==> src/rtl/regfile_pkg.sv <==
// Shared definitions for the multi-port register file.
//   - state_e   : control FSM encoding (idle, debug read, debug ack, clear)
//   - rd_src_e  : source select for a registered read (array, write data, zero)
//   - rd_src()  : read-source decision shared by the pipeline ports and the
//                 debug read, so both apply identical zero/bypass rules
//   - NB_DATA_DEF / NB_ADDR_DEF : default widths used by the CPU top
package regfile_pkg;

  localparam int NB_DATA_DEF = 32;
  localparam int NB_ADDR_DEF = 5;

  typedef enum logic [1:0] {
    S_IDLE    = 2'd0,
    S_DBG_RD  = 2'd1,
    S_DBG_ACK = 2'd2,
    S_CLEAR   = 2'd3
  } state_e;

  typedef enum logic [1:0] {
    SRC_ARRAY = 2'd0,
    SRC_WDATA = 2'd1,
    SRC_ZERO  = 2'd2
  } rd_src_e;

  // Zero has priority over bypass: register 0 must read 0 even while a
  // (suppressed) write targets it. force_zero covers the clear sequence.
  function automatic rd_src_e rd_src(input logic zero_reg_en,
                                     input logic addr_is_zero,
                                     input logic bypass_en,
                                     input logic wr_hit,
                                     input logic force_zero);
    rd_src_e src;
    if (force_zero || (zero_reg_en && addr_is_zero)) begin
      src = SRC_ZERO;
    end else if (bypass_en && wr_hit) begin
      src = SRC_WDATA;
    end else begin
      src = SRC_ARRAY;
    end
    return src;
  endfunction

endpackage

==> src/rtl/regfile_rd_port.sv <==
// One registered pipeline read port.
//   clk, i_rst_n : clock, asynchronous active-low reset
//   i_stall      : hold o_data
//   i_clear      : clear sequence running; load 0
//   i_addr       : read address
//   i_arr_data   : array contents at i_addr (pre-write value)
//   i_wr_en      : qualified write enable (already excludes suppressed writes)
//   i_wr_addr    : write address
//   i_wr_data    : write data, forwarded when BYPASS and addresses match
//   o_data       : registered read data, latency 1
module regfile_rd_port
  import regfile_pkg::*;
#(
  parameter int NB_DATA  = NB_DATA_DEF,
  parameter int NB_ADDR  = NB_ADDR_DEF,
  parameter int ZERO_REG = 1,
  parameter int BYPASS   = 1
) (
  input  logic               clk,
  input  logic               i_rst_n,
  input  logic               i_stall,
  input  logic               i_clear,
  input  logic [NB_ADDR-1:0] i_addr,
  input  logic [NB_DATA-1:0] i_arr_data,
  input  logic               i_wr_en,
  input  logic [NB_ADDR-1:0] i_wr_addr,
  input  logic [NB_DATA-1:0] i_wr_data,
  output logic [NB_DATA-1:0] o_data
);

  rd_src_e            src;
  logic [NB_DATA-1:0] rd_data_p0;
  logic [NB_DATA-1:0] rd_data_p1;

  always_comb begin
    src = rd_src(ZERO_REG != 0, i_addr == '0, BYPASS != 0,
                 i_wr_en && (i_wr_addr == i_addr), i_clear);
    rd_data_p0 = i_arr_data;
    case (src)
      SRC_WDATA: rd_data_p0 = i_wr_data;
      SRC_ZERO:  rd_data_p0 = '0;
      default:   rd_data_p0 = i_arr_data;
    endcase
  end

  // ---- stage p0 -> p1: registered read ----
  always_ff @(posedge clk or negedge i_rst_n) begin
    if (!i_rst_n) begin
      rd_data_p1 <= '0;
    end else if (!i_stall) begin
      rd_data_p1 <= rd_data_p0;
    end
  end

  assign o_data = rd_data_p1;

endmodule

==> src/rtl/regfile_mp.sv <==
// Multi-read-port register file for the MIPS ID stage.
//   clk, i_rst_n               : clock, asynchronous active-low reset
//   i_we, i_wr_addr, i_wr_data : write port (from WB)
//   i_rd_addr, i_stall         : N_RD packed read addresses, read hold
//   o_rd_data                  : N_RD packed registered read data
//   i_dbg_req, i_dbg_addr      : four-phase debug read request
//   o_dbg_ack, o_dbg_data      : debug acknowledge and data
//   i_clr, o_busy              : clear request, clear-in-progress flag
// Clear zeroes one register per cycle; writes are dropped meanwhile, so the
// pipeline is expected to stall on o_busy.
module regfile_mp
  import regfile_pkg::*;
#(
  parameter int NB_DATA  = NB_DATA_DEF,
  parameter int NB_ADDR  = NB_ADDR_DEF,
  parameter int N_RD     = 2,
  parameter int ZERO_REG = 1,
  parameter int BYPASS   = 1
) (
  input  logic                       clk,
  input  logic                       i_rst_n,
  input  logic                       i_we,
  input  logic [NB_ADDR-1:0]         i_wr_addr,
  input  logic [NB_DATA-1:0]         i_wr_data,
  input  logic [N_RD*NB_ADDR-1:0]    i_rd_addr,
  input  logic                       i_stall,
  output logic [N_RD*NB_DATA-1:0]    o_rd_data,
  input  logic                       i_dbg_req,
  input  logic [NB_ADDR-1:0]         i_dbg_addr,
  output logic                       o_dbg_ack,
  output logic [NB_DATA-1:0]         o_dbg_data,
  input  logic                       i_clr,
  output logic                       o_busy
);

  localparam int DEPTH  = 2 ** NB_ADDR;
  localparam int NB_CNT = NB_ADDR + 1;
  localparam logic [NB_CNT-1:0] CNT_LAST = NB_CNT'(DEPTH - 1);

  logic [NB_DATA-1:0] regs [DEPTH];

  state_e             state_q, state_d;
  logic [NB_CNT-1:0]  clr_cnt_q, clr_cnt_d;
  logic [NB_ADDR-1:0] dbg_addr_q, dbg_addr_d;
  logic [NB_DATA-1:0] dbg_data_q, dbg_data_d;
  logic [NB_DATA-1:0] dbg_rd_val;
  rd_src_e            dbg_src;
  logic               clearing;
  logic               wr_en;

  assign clearing = (state_q == S_CLEAR);
  assign wr_en    = i_we && !clearing && !((ZERO_REG != 0) && (i_wr_addr == '0));

  // Array: clear sweep takes precedence; wr_en is already low while clearing.
  always_ff @(posedge clk or negedge i_rst_n) begin
    if (!i_rst_n) begin
      for (int i = 0; i < DEPTH; i++) begin
        regs[i] <= '0;
      end
    end else if (clearing) begin
      regs[clr_cnt_q[NB_ADDR-1:0]] <= '0;
    end else if (wr_en) begin
      regs[i_wr_addr] <= i_wr_data;
    end
  end

  for (genvar k = 0; k < N_RD; k++) begin : g_rd
    logic [NB_ADDR-1:0] addr_k;
    logic [NB_DATA-1:0] arr_k;

    assign addr_k = i_rd_addr[k*NB_ADDR +: NB_ADDR];
    assign arr_k  = regs[addr_k];

    regfile_rd_port #(
      .NB_DATA  (NB_DATA),
      .NB_ADDR  (NB_ADDR),
      .ZERO_REG (ZERO_REG),
      .BYPASS   (BYPASS)
    ) u_rd_port (
      .clk        (clk),
      .i_rst_n    (i_rst_n),
      .i_stall    (i_stall),
      .i_clear    (clearing),
      .i_addr     (addr_k),
      .i_arr_data (arr_k),
      .i_wr_en    (wr_en),
      .i_wr_addr  (i_wr_addr),
      .i_wr_data  (i_wr_data),
      .o_data     (o_rd_data[k*NB_DATA +: NB_DATA])
    );
  end

  // Debug read value follows the same zero/bypass rules as the read ports.
  always_comb begin
    dbg_src = rd_src(ZERO_REG != 0, dbg_addr_q == '0, BYPASS != 0,
                     wr_en && (i_wr_addr == dbg_addr_q), 1'b0);
    dbg_rd_val = regs[dbg_addr_q];
    case (dbg_src)
      SRC_WDATA: dbg_rd_val = i_wr_data;
      SRC_ZERO:  dbg_rd_val = '0;
      default:   dbg_rd_val = regs[dbg_addr_q];
    endcase
  end

  always_ff @(posedge clk or negedge i_rst_n) begin
    if (!i_rst_n) begin
      state_q    <= S_IDLE;
      clr_cnt_q  <= '0;
      dbg_addr_q <= '0;
      dbg_data_q <= '0;
    end else begin
      state_q    <= state_d;
      clr_cnt_q  <= clr_cnt_d;
      dbg_addr_q <= dbg_addr_d;
      dbg_data_q <= dbg_data_d;
    end
  end

  // Clear wins over a simultaneous debug request; a four-phase master keeps
  // i_dbg_req high, so the request is picked up on return to idle.
  always_comb begin
    state_d    = state_q;
    clr_cnt_d  = clr_cnt_q;
    dbg_addr_d = dbg_addr_q;
    dbg_data_d = dbg_data_q;
    case (state_q)
      S_IDLE: begin
        if (i_clr) begin
          state_d   = S_CLEAR;
          clr_cnt_d = '0;
        end else if (i_dbg_req) begin
          state_d    = S_DBG_RD;
          dbg_addr_d = i_dbg_addr;
        end
      end
      S_DBG_RD: begin
        dbg_data_d = dbg_rd_val;
        state_d    = S_DBG_ACK;
      end
      S_DBG_ACK: begin
        if (!i_dbg_req) begin
          state_d = S_IDLE;
        end
      end
      S_CLEAR: begin
        clr_cnt_d = clr_cnt_q + 1'b1;
        if (clr_cnt_q == CNT_LAST) begin
          state_d = S_IDLE;
        end
      end
      default: state_d = S_IDLE;
    endcase
  end

  assign o_dbg_ack  = (state_q == S_DBG_ACK);
  assign o_dbg_data = dbg_data_q;
  assign o_busy     = clearing;

endmodule
==> config.mk <==
export PLATFORM = sky130hd
export DESIGN_NAME = regfile_mp
export DESIGN_NICKNAME = d
export VERILOG_FILES = /design/src/rtl/regfile_pkg.sv /design/src/rtl/regfile_rd_port.sv /design/src/rtl/regfile_mp.sv
export SDC_FILE = /design/constraint.sdc
export NUM_CORES = 2
export LEC_CHECK = 0
export BUFFER_PORTS_ARGS = -buffer_cell sky130_fd_sc_hd__buf_2
export CORE_MARGIN = 5
export CORE_UTILIZATION = 62
export CTS_CLUSTER_DIAMETER = 150
export DETAILED_ROUTE_END_ITERATION = 7
export HOLD_SLACK_MARGIN = 0.15
export PLACE_DENSITY = 0.79
export SKIP_CTS_REPAIR_TIMING = 1
export SYNTH_ARGS = -nofsm -noshare
export SYNTH_HDL_FRONTEND = slang
export SYNTH_HIERARCHICAL = 1
export SYNTH_SLANG_ARGS = --single-unit
==> constraint.sdc <==
create_clock -name clk -period 2.55 [get_ports clk]
set_input_delay 0 -clock clk [delete_from_list [all_inputs] [get_ports clk]]
set_output_delay 0 -clock clk [all_outputs]
set_load 0.02 [all_outputs]
==> out/results.ini <==
[run_status]
status=finished, violations left
violations=design-rule violations

[critical_path]
critPathBufInv=5
cp_max_fo=12
crit_slowest_cell=mux4_2
timing.critical_path.from_type=register
end_kind=register
worstPathArrival_ns=3.15
path_class=register to register
worstPathCellList=buf_12 > buf_16 > buf_12 > buf_16 > buf_6 > mux4_2 > a22oi_1 > nand2_1 > a222oi_1 > nand2_1
cpLargestDelayFamily=buffers and inverters
cp_data_required_time_ns=3.15
slowest_delay_ns=0.49

[sta]
fin_crit_sh_pct=99.82
finalSetupViolCount=0
relSlewSlack_pct=20.05
whs_ns=0.1521
skew_ns=0.04451
rsz0062_at_grt=yes
post-route-min-period_ns=2.545
setup_ws_ns=0.004591
max_freq_mhz=392.9
worst_slew_pin_slew_ns=1.199
slew_viol_final=0
hold_viol=0

[layout]
num-fill-cells=6213
syn_to_final_growth_pct=15.46
layout.nets=4457
drive_above_1_share_pct=39.31

[synth]
ys_top_cells_by_area=dfrtp_1 44%, mux4_2 31%, a22o_1 13%
yosys_warnings=6
ys_seq_area_share_pct=43.97
synth.most_common_cell=dfrtp_1
syn_nets=4343
synthArstFlopShare_pct=100.0
yosysTopAreaCell=dfrtp_1
synth_edf_count=0
synth_cell_types=47
synth.top_cell.area_share_pct=43.97
synth_ff_type=dfrtp_1
ys_ff_latch=1133
synthCells=4281
synth_area_sq_um=64480
yosys-top-cells-count=1,133 x dfrtp_1, 992 x a22o_1, 897 x mux4_2, 418 x clkbuf_1, 135 x nand2_1
syn_avg_cell_area_sq_um=15.06

[cts]
clkTransAtPathRegs_ns=0.07
tritoncts=yes
root_buffer=clkbuf_16
cts_made_buffers=115
cts_sinks=1133
htreeDepth=3
clk_path_buf_depth=3
insertion_delay_ns=0.74

[floorplan]
ios=156
core_sq_um=103300
start_util_pct=62.39
fp.dieH_microns=332.5
die_w_microns=332.5
rows=118
die_area_sq_um=110600

[grt]
grt_first_pass_wirelength_mm=359.8
grt_start_max_net_pins=115
grt_antenna_before_repair=7
grtUsageTotal_pct=44.43
grt_pass1_vias=51960
globalRouteOverflowTotal=0

[pwr]
powerDensity_nw_per_um2=1103
p_leak_uw=0.03246
max-vdd-ir-drop_v=0.0008583
finalPower_uw=82140

[route]
drt-vias-per-instance=8.872
first_iter_violations=9720
vias=52140
routed_wl_mm=250.3
first_pass_iters=8
drc=8
drt-wirelength-per-cell_microns=42.59
ant_nets=0

[placement]
hpwl_mm=142.9
dp_slack_ns=-0.01582
io_buffers=155
place.gp.congestion=0.9384

[run]
max_cap_violations=0

[worst_hold_path]
hold_path.class=primary input to register

## layout by cell type (no fill, tap or decap), drive strengths merged, types with 2 or more instances in the layout
master       netlist  final
mux4             897    897
nor2b              5      5
a22o             992    992
xnor2              2      2
bufinv             0     18
nand2            135    135
nand2b             3      3
a21oi             34     34
nand4b             3      3
nor2              32     32
a22oi            125    125
nand4              4      4
nor4               2      2
mux2              68     68
and3b              2      2
a2111oi            2      2
nor3b              3      3
buf              152    505
and3               5      5
diode              0      7
dlygate4sd3        0     58
nand3              7      7
a311oi             2      2
and4b              2      2
o21ai              7      7
ha                 4      4
clkinv             0     26
nor3              13     13
dfrtp           1133   1133
or4                3      3
and2              99     99
xor2              15     15
nand3b             4      4
clkbuf           418    157
a222oi            31     31
a221o             64     64
clkinvlp           0     11
inv                4      8
## path summary, 6_finish.rpt
check | startpoint | endpoint | slack (ns) | cells past startpoint
setup / recovery | dbg_addr_q[0]$_DFFE_PN0P_ | o_dbg_data[8]$_DFFE_PN0P_ | 0.005 | 10
hold / removal | i_wr_addr[1] | regs[566]$_DFFE_PN0P_ | 0.15 | 6
setup reg to reg | dbg_addr_q[0]$_DFFE_PN0P_ | o_dbg_data[8]$_DFFE_PN0P_ | 0.005 | 10
hold reg to reg | clr_cnt_q[5]$_DFFE_PN0P_ | clr_cnt_q[5]$_DFFE_PN0P_ | 0.50 | 1
max in group asynchronous | i_rst_n | regs[912]$_DFFE_PN0P_ | 1.19 | 5
min in group asynchronous | i_rst_n | regs[1023]$_DFFE_PN0P_ | 0.59 | 4
## registers in the layout, indices dropped and copies added (netlist names)
name / cells
state_q: 2
dbg_addr_q: 5
clr_cnt_q: 6
o_dbg_data: 32
regs: 1024
g_rd.u_rd_port/o_data: 64
## cell type report
type                       instances  area [sq um]  area share (%)
clock inverter                    59         832.0           1.118
timing repair buffer             567          5857           7.866
inverter                           4         15.01         0.02017
multi-input combinational       2574         34430           46.25
tap                             1380          1727           2.319
sequential                      1133         28360           38.09
antenna                            7         17.52         0.02353
clock buffer                     153          3213           4.315
## cell families after synthesis
group	Yosys count	synth area share [%]
flops	1133	43.97
compound gates	1262	16.89
fa+ha+maj	4	0.07762
mux	966	32.53
xor+xnor	17	0.2309
simple gates	325	2.540
buf+inv	574	3.758
## through the flow
stage | cells | TNS [ns] | instance area (sq um) | util (%)
detailed placement | 5564 | -0.05947 | 69190 | 66.95
global placement | 5564 | 0 | 69190 | 66.95
finish | 5877 | 0 | 74460 | 72.04
global route | 5870 | -0.2396 | 74440 | 72.03
floorplan | 4281 | 0 | 64480 | -
CTS | 5776 | -0.4030 | 73240 | 70.86
## where the power goes
part / switching (uW) / leakage (uW) / internal [uW]
combinational: 14600 / 0.0155 / 18100
sequential: 6920 / 0.0150 / 24100
clock: 7710 / 0.00196 / 10700
total: 29300 / 0.0325 / 52900
## per-layer routing
metal | up-vias | GRT usage (%) | wire length (microns)
met5 | - | 4.681 | 575
met2 | 6162 | 59.28 | 103300
met3 | 1530 | 23.54 | 47750
li1 | 18230 | - | -
met1 | 26200 | 56.63 | 77920
met4 | 16 | 28.58 | 20790
## tightest hold or removal path, delay by kind of cell
family          cells  cell delay [ns]
simple gates        2             0.26
compound gates      2             0.26
buf+inv             2             0.33
Power figures use the tool's default switching activity.
